`src/rtl/sha256_msg_sched.sv`:
```
// SHA-256 message scheduler: loads one 16-word block, then streams W[0..ROUNDS-1]
// out of a 16-word sliding window that is refilled with the expanded word.
module sha256_msg_sched #(
   parameter int ROUNDS = 64
) (
   input  logic        clk,
   input  logic        rst,
   input  logic [31:0] in_data,
   input  logic        in_valid,
   output logic        in_ready,
   output logic [31:0] w_data,
   output logic [5:0]  w_idx,
   output logic        w_valid,
   input  logic        w_ready,
   output logic        w_last,
   output logic        busy
);

   typedef enum logic [0:0] {S_LOAD = 1'b0, S_EMIT = 1'b1} state_t;

   localparam logic [5:0] LAST_T = 6'(ROUNDS - 1);

   function automatic logic [31:0] rotr(input logic [31:0] x, input int unsigned n);
      rotr = (x >> n) | (x << (32 - n));
   endfunction

   function automatic logic [31:0] sig0(input logic [31:0] x);
      sig0 = rotr(x, 7) ^ rotr(x, 18) ^ (x >> 3);
   endfunction

   function automatic logic [31:0] sig1(input logic [31:0] x);
      sig1 = rotr(x, 17) ^ rotr(x, 19) ^ (x >> 10);
   endfunction

   state_t      state_q, state_d;
   logic [3:0]  ldcnt_q, ldcnt_d;
   logic [5:0]  t_q, t_d;
   logic [31:0] win_q [16];
   logic [31:0] win_d [16];
   logic [31:0] nxt_s;

   // win[0] = W[t], so this yields W[t+16] for the slot vacated by the shift.
   assign nxt_s = sig1(win_q[14]) + win_q[9] + sig0(win_q[1]) + win_q[0];

   // Outputs come straight from state, counter and window registers.
   assign in_ready = (state_q == S_LOAD);
   assign w_valid  = (state_q == S_EMIT);
   assign w_data   = win_q[0];
   assign w_idx    = t_q;
   assign w_last   = (state_q == S_EMIT) && (t_q == LAST_T);
   assign busy     = (state_q != S_LOAD) || (ldcnt_q != 4'd0);

   // Next-state logic for load/emit sequencing and the window.
   always_comb begin
      state_d = state_q;
      ldcnt_d = ldcnt_q;
      t_d     = t_q;
      win_d   = win_q;
      case (state_q)
         S_LOAD: begin
            if (in_valid) begin
               win_d[ldcnt_q] = in_data;
               ldcnt_d        = ldcnt_q + 4'd1;
               if (ldcnt_q == 4'd15) begin
                  state_d = S_EMIT;
                  t_d     = 6'd0;
               end else begin
                  state_d = S_LOAD;
               end
            end else begin
               state_d = S_LOAD;
            end
         end
         S_EMIT: begin
            if (w_ready) begin
               if (t_q == LAST_T) begin
                  state_d = S_LOAD;
                  t_d     = 6'd0;
               end else begin
                  for (int k = 0; k < 15; k++) begin
                     win_d[k] = win_q[k + 1];
                  end
                  win_d[15] = nxt_s;
                  t_d       = t_q + 6'd1;
               end
            end else begin
               state_d = S_EMIT;
            end
         end
         default: begin
            state_d = S_LOAD;
            ldcnt_d = 4'd0;
            t_d     = 6'd0;
         end
      endcase
   end

   // State registers; reset discards any partial block and clears the window.
   always_ff @(posedge clk) begin
      if (rst) begin
         state_q <= S_LOAD;
         ldcnt_q <= 4'd0;
         t_q     <= 6'd0;
         for (int k = 0; k < 16; k++) begin
            win_q[k] <= 32'h0;
         end
      end else begin
         state_q <= state_d;
         ldcnt_q <= ldcnt_d;
         t_q     <= t_d;
         for (int k = 0; k < 16; k++) begin
            win_q[k] <= win_d[k];
         end
      end
   end

endmodule

```
`config.mk`:
```
export PLATFORM = sky130hd
export DESIGN_NAME = sha256_msg_sched
export DESIGN_NICKNAME = d
export VERILOG_FILES = /design/src/rtl/sha256_msg_sched.sv
export SDC_FILE = /design/constraint.sdc
export NUM_CORES = 1
export LEC_CHECK = 0
export BUFFER_PORTS_ARGS = -buffer_cell sky130_fd_sc_hd__buf_2
export CORE_ASPECT_RATIO = 1.25
export CORE_MARGIN = 2
export CORE_UTILIZATION = 59
export CTS_BUF_LIST = sky130_fd_sc_hd__clkbuf_8
export DETAILED_ROUTE_END_ITERATION = 8
export GPL_TIMING_DRIVEN = 0
export PLACE_DENSITY = 0.9
export SLEW_MARGIN = 20
export SYNTH_ARGS = -nofsm -noshare
export SYNTH_HDL_FRONTEND = slang
export SYNTH_SLANG_ARGS = --single-unit
```
`constraint.sdc`:
```
create_clock -name clk -period 4.5 [get_ports clk]
set_input_delay 0 -clock clk [delete_from_list [all_inputs] [get_ports clk]]
set_output_delay 0 -clock clk [all_outputs]
set_load 0.03 [all_outputs]
```
After elaboration in Yosys (flattened, before gate mapping)
Index checks and enable logic that the tools add are counted.
- bits in registers: 523
- bits of input ports: 36
- logic and storage cells: 66
- add/subtract/negate cells: 5
- order comparisons: 2
- eq/ne operators: 6
- muxes and demuxes: 17
- bitwise gates (word level): 10
- reductions and logical operators: 7
- operators by type and width (operator ; count):
    2-to-1 mux 512 bit ; 3
    case mux 512 bit (2 select lines) ; 1
    bitwise mux 512 bit ; 1
    demux 32 bit (select 4 bit) ; 1
    adder 32 bit ; 3
    bitwise XOR 32 bit ; 2
    2-to-1 mux 32 bit ; 1
    bitwise OR 13 x 32 -> 32 bit ; 1
    bitwise OR 14 x 32 -> 32 bit ; 1
    bitwise OR 15 x 32 -> 32 bit ; 1
    bitwise OR 25 x 32 -> 32 bit ; 1
    bitwise XOR 32 x 22 -> 32 bit ; 1
    bitwise XOR 32 x 29 -> 32 bit ; 1
    2-to-1 mux 6 bit ; 4
    case mux 6 bit (2 select lines) ; 1
    adder 6 x 1 -> 6 bit (second input constant) ; 1
    equality test 6 bit (second input constant) ; 1
    inequality test 2 bit (second input constant) ; 3
    AND reduction 3 bit ; 2
    >= comparator 5 bit (second input constant) ; 1
    less-than comparator 5 x 1 -> 1 bit (second input constant) ; 1
    NOT 4 -> 5 bit ; 1
    adder 4 x 1 -> 4 bit (second input constant) ; 1
    equality test 4 bit (second input constant) ; 1
    8 further kinds ; 12

Logic depth before layout (Yosys ltp)
- depth after elaboration: 9
- depth in mapped cells: 15

Worst setup path before layout
OpenSTA, ideal clock, no wires.
- path type: reg-to-reg
- start: reg win_q[50] in the netlist's numbering
- end: reg win_q[25] in the netlist's numbering
- setup time: 0.073 ns
- arrival time: 4.072 ns
- required time: 4.427 ns
- path slack: 0.355 ns
- stages on the path, launching flop included: 16
- buffers on the path: 1
- path through: dfxtp_1 clkbuf_1 xor2_1 xnor2_1 fa_1 inv_1 fa_1 ha_1 fa_1 a21o_1 a221oi_2 o31ai_2 a221oi_4 o21ai_2 a2111o_1 o211ai_2
- word-level cells in the longest chain between the ends: 9
- ends and longest elaborated chain (item ; line ; text):
    from (decl) ; 38 ; logic [31:0] win_q [16];
    from (signal, indexed assignment) ; 112 ; win_q[k] <= win_d[k];
    bitwise OR 15 x 32 -> 32 bit ; 24 ; rotr = (x >> n) | (x << (32 - n));
    bitwise XOR 32 bit ; 32 ; sig1 = rotr(x, 17) ^ rotr(x, 19) ^ (x >> 10);
    bitwise XOR 32 x 22 -> 32 bit (*) ; 32 ;
    adder 32 bit (*) (3 in series) ; 43 ; assign nxt_s = sig1(win_q[14]) + win_q[9] + sig0(win_q[1]) + win_q[0];
    2-to-1 mux 512 bit (*) ; 76 ; if (t_q == LAST_T) begin
    2-to-1 mux 512 bit (*) ; 75 ; if (w_ready) begin
    case mux 512 bit (2 select lines) (*) ; 59 ; case (state_q)
Every way passes the cells marked *; elsewhere a longest branch is shown, timed or not. The select of a mux whose other input is x is not followed.
A chain may end at the register's enable or synchronous reset.

Worst setup path after layout
- start: reg win_q[62] in the netlist's numbering
- end: reg win_q[20] in the netlist's numbering
- word-level cells in the longest chain between the ends: 9
- ends and longest elaborated chain (item ; line):
    bitwise OR 13 x 32 -> 32 bit / bitwise OR 15 x 32 -> 32 bit (equally long branches) ; 24
    bitwise XOR 32 bit ; 32
    bitwise XOR 32 x 22 -> 32 bit (*) ; 32
    adder 32 bit (*) (3 in series) ; 43
    2-to-1 mux 512 bit (*) ; 76
    2-to-1 mux 512 bit (*) ; 75
    case mux 512 bit (2 select lines) (*) ; 59
Marked as above.

==> flow_summary.yaml <==
floorplanning:
  die_w_um: 190
  die_h_um: 237
  fp.dieArea_um2: 45000
  io_pins: 78
  rows: 85
  start_util: 0.595
  core_um2: 43000
route:
  firstDrtPassIters: 8
  num_vias: 24500
  wl_per_cell_um: 23.9
  avgViaCountPerCell: 6.30
  post-route-drc-count: 0
  drtAntennaViolNets: 0
  drt-initial-drc-count: 2524
  drt-total-wl_um: 93200
synth:
  ys_ff_latch: 523
  synth_cells: 3082
  yosys.area.top_type: "dfxtp_1"
  syn-cell-area_um2: 25600
  synth_ff_type: "dfxtp_1"
  synthTopCellsByArea: "dfxtp_1, a211oi_1, a21oi_1"
  synth_edf_count: 0
  postSynth.asyncResetShare: 0
  ys_seq_area_frac: 0.409
  yosys_warnings: 0
  yosys.area.top_type_share: 0.409
  synth_nets: 3216
  ys_types: 65
  postSynthAreaPerCell_um2: 8.30
power:
  power_mw: 10.5
  p_int_mw: 7.38
  p_seq_frac: 0.455
  combPwrFrac: 0.156
  power_switching_mw: 3.11
  switching_share: 0.296
  p_leak_nw: 10.2
  irDropWorstVdd_mv: 0.217
  clock_power_share: 0.389
  powerDensity_nw_per_um2: 365
clocking:
  clkLatencyLatePin_ns: 0.67
  clkSinkCount: 523
  cts_root_buf: "clkbuf_8"
  cts_buffers: 80
  clk_pin_slew_ns: 0.07
  cts_htree_levels: 3
  tritoncts: "yes"
  cts_buffer_depth: 3
layout:
  layout_common_cells: "nor2_1, dfxtp_1, a21oi_1, a211oi_1, clkbuf_1"
  final_area_um2: 28700
  drive_above_1_share: 0.0882
  mostFrequentLayoutCell: "nor2_1"
  nFillCells: 3497
  area_growth_pct: 12.2
  final_cells: 3893
  final_nets: 3399
critical_path:
  slowest_delay_ns: 0.53
  required_ns: 4.99
  cpMaxStageDelayCell: "fa_1"
  crit_type: "flop to flop"
  path_common_cell: "fa_1"
  cpLargestDelayFamily: "adder cells"
  critical_path_arrival_ns: 5.06
  cp_max_fo: 6
  startpoint_type: "flop"
  crit_buf_inv: 2
  worstPathCellList: "clkbuf_1, xor2_1, xnor2_1, fa_1, fa_1, inv_1, ha_1, nand2_1, nor2_2, nand4_1, a221o_1, and4_1, o31ai_1, a21oi_1"
  end_kind: "flop"
sta:
  setup_slack_ns: -0.0688
  finalCritPeriodShare: 1.02
  maxSlewHeadroom: 0.257
  setup_viol: 1
  period_minus_slack_ns: 4.57
  fmaxAchievable_mhz: 219
  worst_slew_pin_slew_ns: 1.11
  timing.final.hold_violations: 0
  maxSlewViolCount: 0
  skew_ns: 0.0468
outcome:
  status: "finished, violations left"
  violations: "negative setup slack"
global_route:
  grt_pass1_vias: 23800
  grt_pass1_wl_um: 140000
  grt_remaining_overflow: 0
  grt_max_degree: 12
  antenna_found_initial: 4
  grt_usage: 0.409
placed_design:
  dp_cells: 3723
  portBuffers: 76
  finalWeightedCongestion: 1.05
  placed_cell_area_um2: 26700
  post-dp-hpwl_um: 69800
  post-place-ws_ns: -0.313
flow_run:
  maxCapViolations: 0
worst_hold_path:
  hold_path_class: "input pin to flop"
## power groups by stage
stage                     clock network [mW]  logic, mW  registers (mW)
after floorplan                            0       1.11            4.84
after global placement                     0       1.49            4.86
after detailed placement                   0       1.52            4.87
after CTS                               4.04       1.56            4.76
after global routing                    4.24       1.77            4.77
final                                   4.08       1.64            4.77
## final timing paths
path / depth (start not counted) / to / startpoint / slack (ns)
setup / recovery: 14 / win_q[20]$_SDFFE_PP0P_ / win_q[62]$_SDFFE_PP0P_ / -0.07
hold / removal: 4 / w_data[7]$_SDFFE_PP0P_ / in_data[7] / 0.27
setup reg to reg: 14 / win_q[20]$_SDFFE_PP0P_ / win_q[62]$_SDFFE_PP0P_ / -0.07
hold reg to reg: 2 / win_q[236]$_SDFFE_PP0P_ / win_q[236]$_SDFFE_PP0P_ / 0.50
## Yosys cell counts, types with 7 or more instances
master	count
xor2_1	52
o21ai_0	22
nor2b_1	37
nor3_1	23
buf_2	28
xnor2_1	88
and3_1	8
inv_1	130
clkbuf_1	272
buf_4	33
o21a_1	7
a21o_1	17
nand4_1	7
buf_1	16
ha_1	36
fa_1	62
a21oi_1	507
nand3_1	17
nand2_1	39
dfxtp_1	523
a22oi_1	34
a211oi_1	490
a221oi_1	14
nor2_2	11
nor2_1	540
## per-layer routing
metal	vias up	wire, µm	GRT usage
met3	485	9130	0.104
met2	1562	42000	0.646
met4	0	9050	0.355
li1	11100	-	-
met5	-	0	0
met1	11400	33000	0.459
## per-stage QoR
stage	util	TNS, ns	hold WS, ns
CTS	0.666	0	0.244
global route	0.668	-0.0265	0.288
detailed placement	0.621	-2.27	0.352
global placement	0.621	-1.75	0.331
floorplan	-	0	0.189
finish	0.668	-0.0688	0.273
## flip-flops by register name, summed over array words and instances, names as in the netlist
signal and count:
ldcnt_q 4, w_data 32, w_idx 6, w_valid 1, win_q 480
## timing repair
item                                    CTS  global route
hold buffers                             35             0
endpoints found under the setup margin   16            18
gates resized for setup                   4            13
setup buffers                             2             2
pin swaps                                 1             3
endpoints found under the hold margin   156             0
## kinds of logic (layout without fill, tap and decap cells)
kind of cell | count (synthesis) | count (layout) | share of synthesized area
flip-flops | 523 | 523 | 0.409
AO/OA/AOI/OAI | 1137 | 1137 | 0.285
buffers and inverters | 479 | 720 | 0.0765
XOR/XNOR | 140 | 140 | 0.0479
adder cells (fa/ha/maj) | 98 | 98 | 0.0661
AND/OR/NAND/NOR | 704 | 704 | 0.114
multiplexers | 1 | 1 | 0.000391
other | 0 | 5 | 0
## cell type report
cell class / instances / area [µm²] / share of cell area
diodes: 5 / 12.5 / 0.000436
plain buffers: 333 / 1410 / 0.0491
flip-flops and latches: 523 / 10500 / 0.365
repair buffers: 117 / 779 / 0.0272
clock buffers: 100 / 1380 / 0.0479
well taps: 565 / 707 / 0.0246
inverters: 130 / 488 / 0.0170
clock inverters: 40 / 246 / 0.00859
multi-input cells: 2080 / 13200 / 0.460
## worst reg2reg max path, stage by stage, from the launching register on
cell      delay (ns)
dfxtp_1         0.31
clkbuf_1        0.43
xor2_1          0.15
xnor2_1         0.22
fa_1            0.43
fa_1            0.53
inv_1           0.05
ha_1            0.41
nand2_1         0.16
nor2_2          0.28
nand4_1         0.33
a221o_1         0.48
and4_1          0.24
o31ai_1         0.28
a21oi_1         0.10
Note: power is estimated with default switching activity, not from simulation.
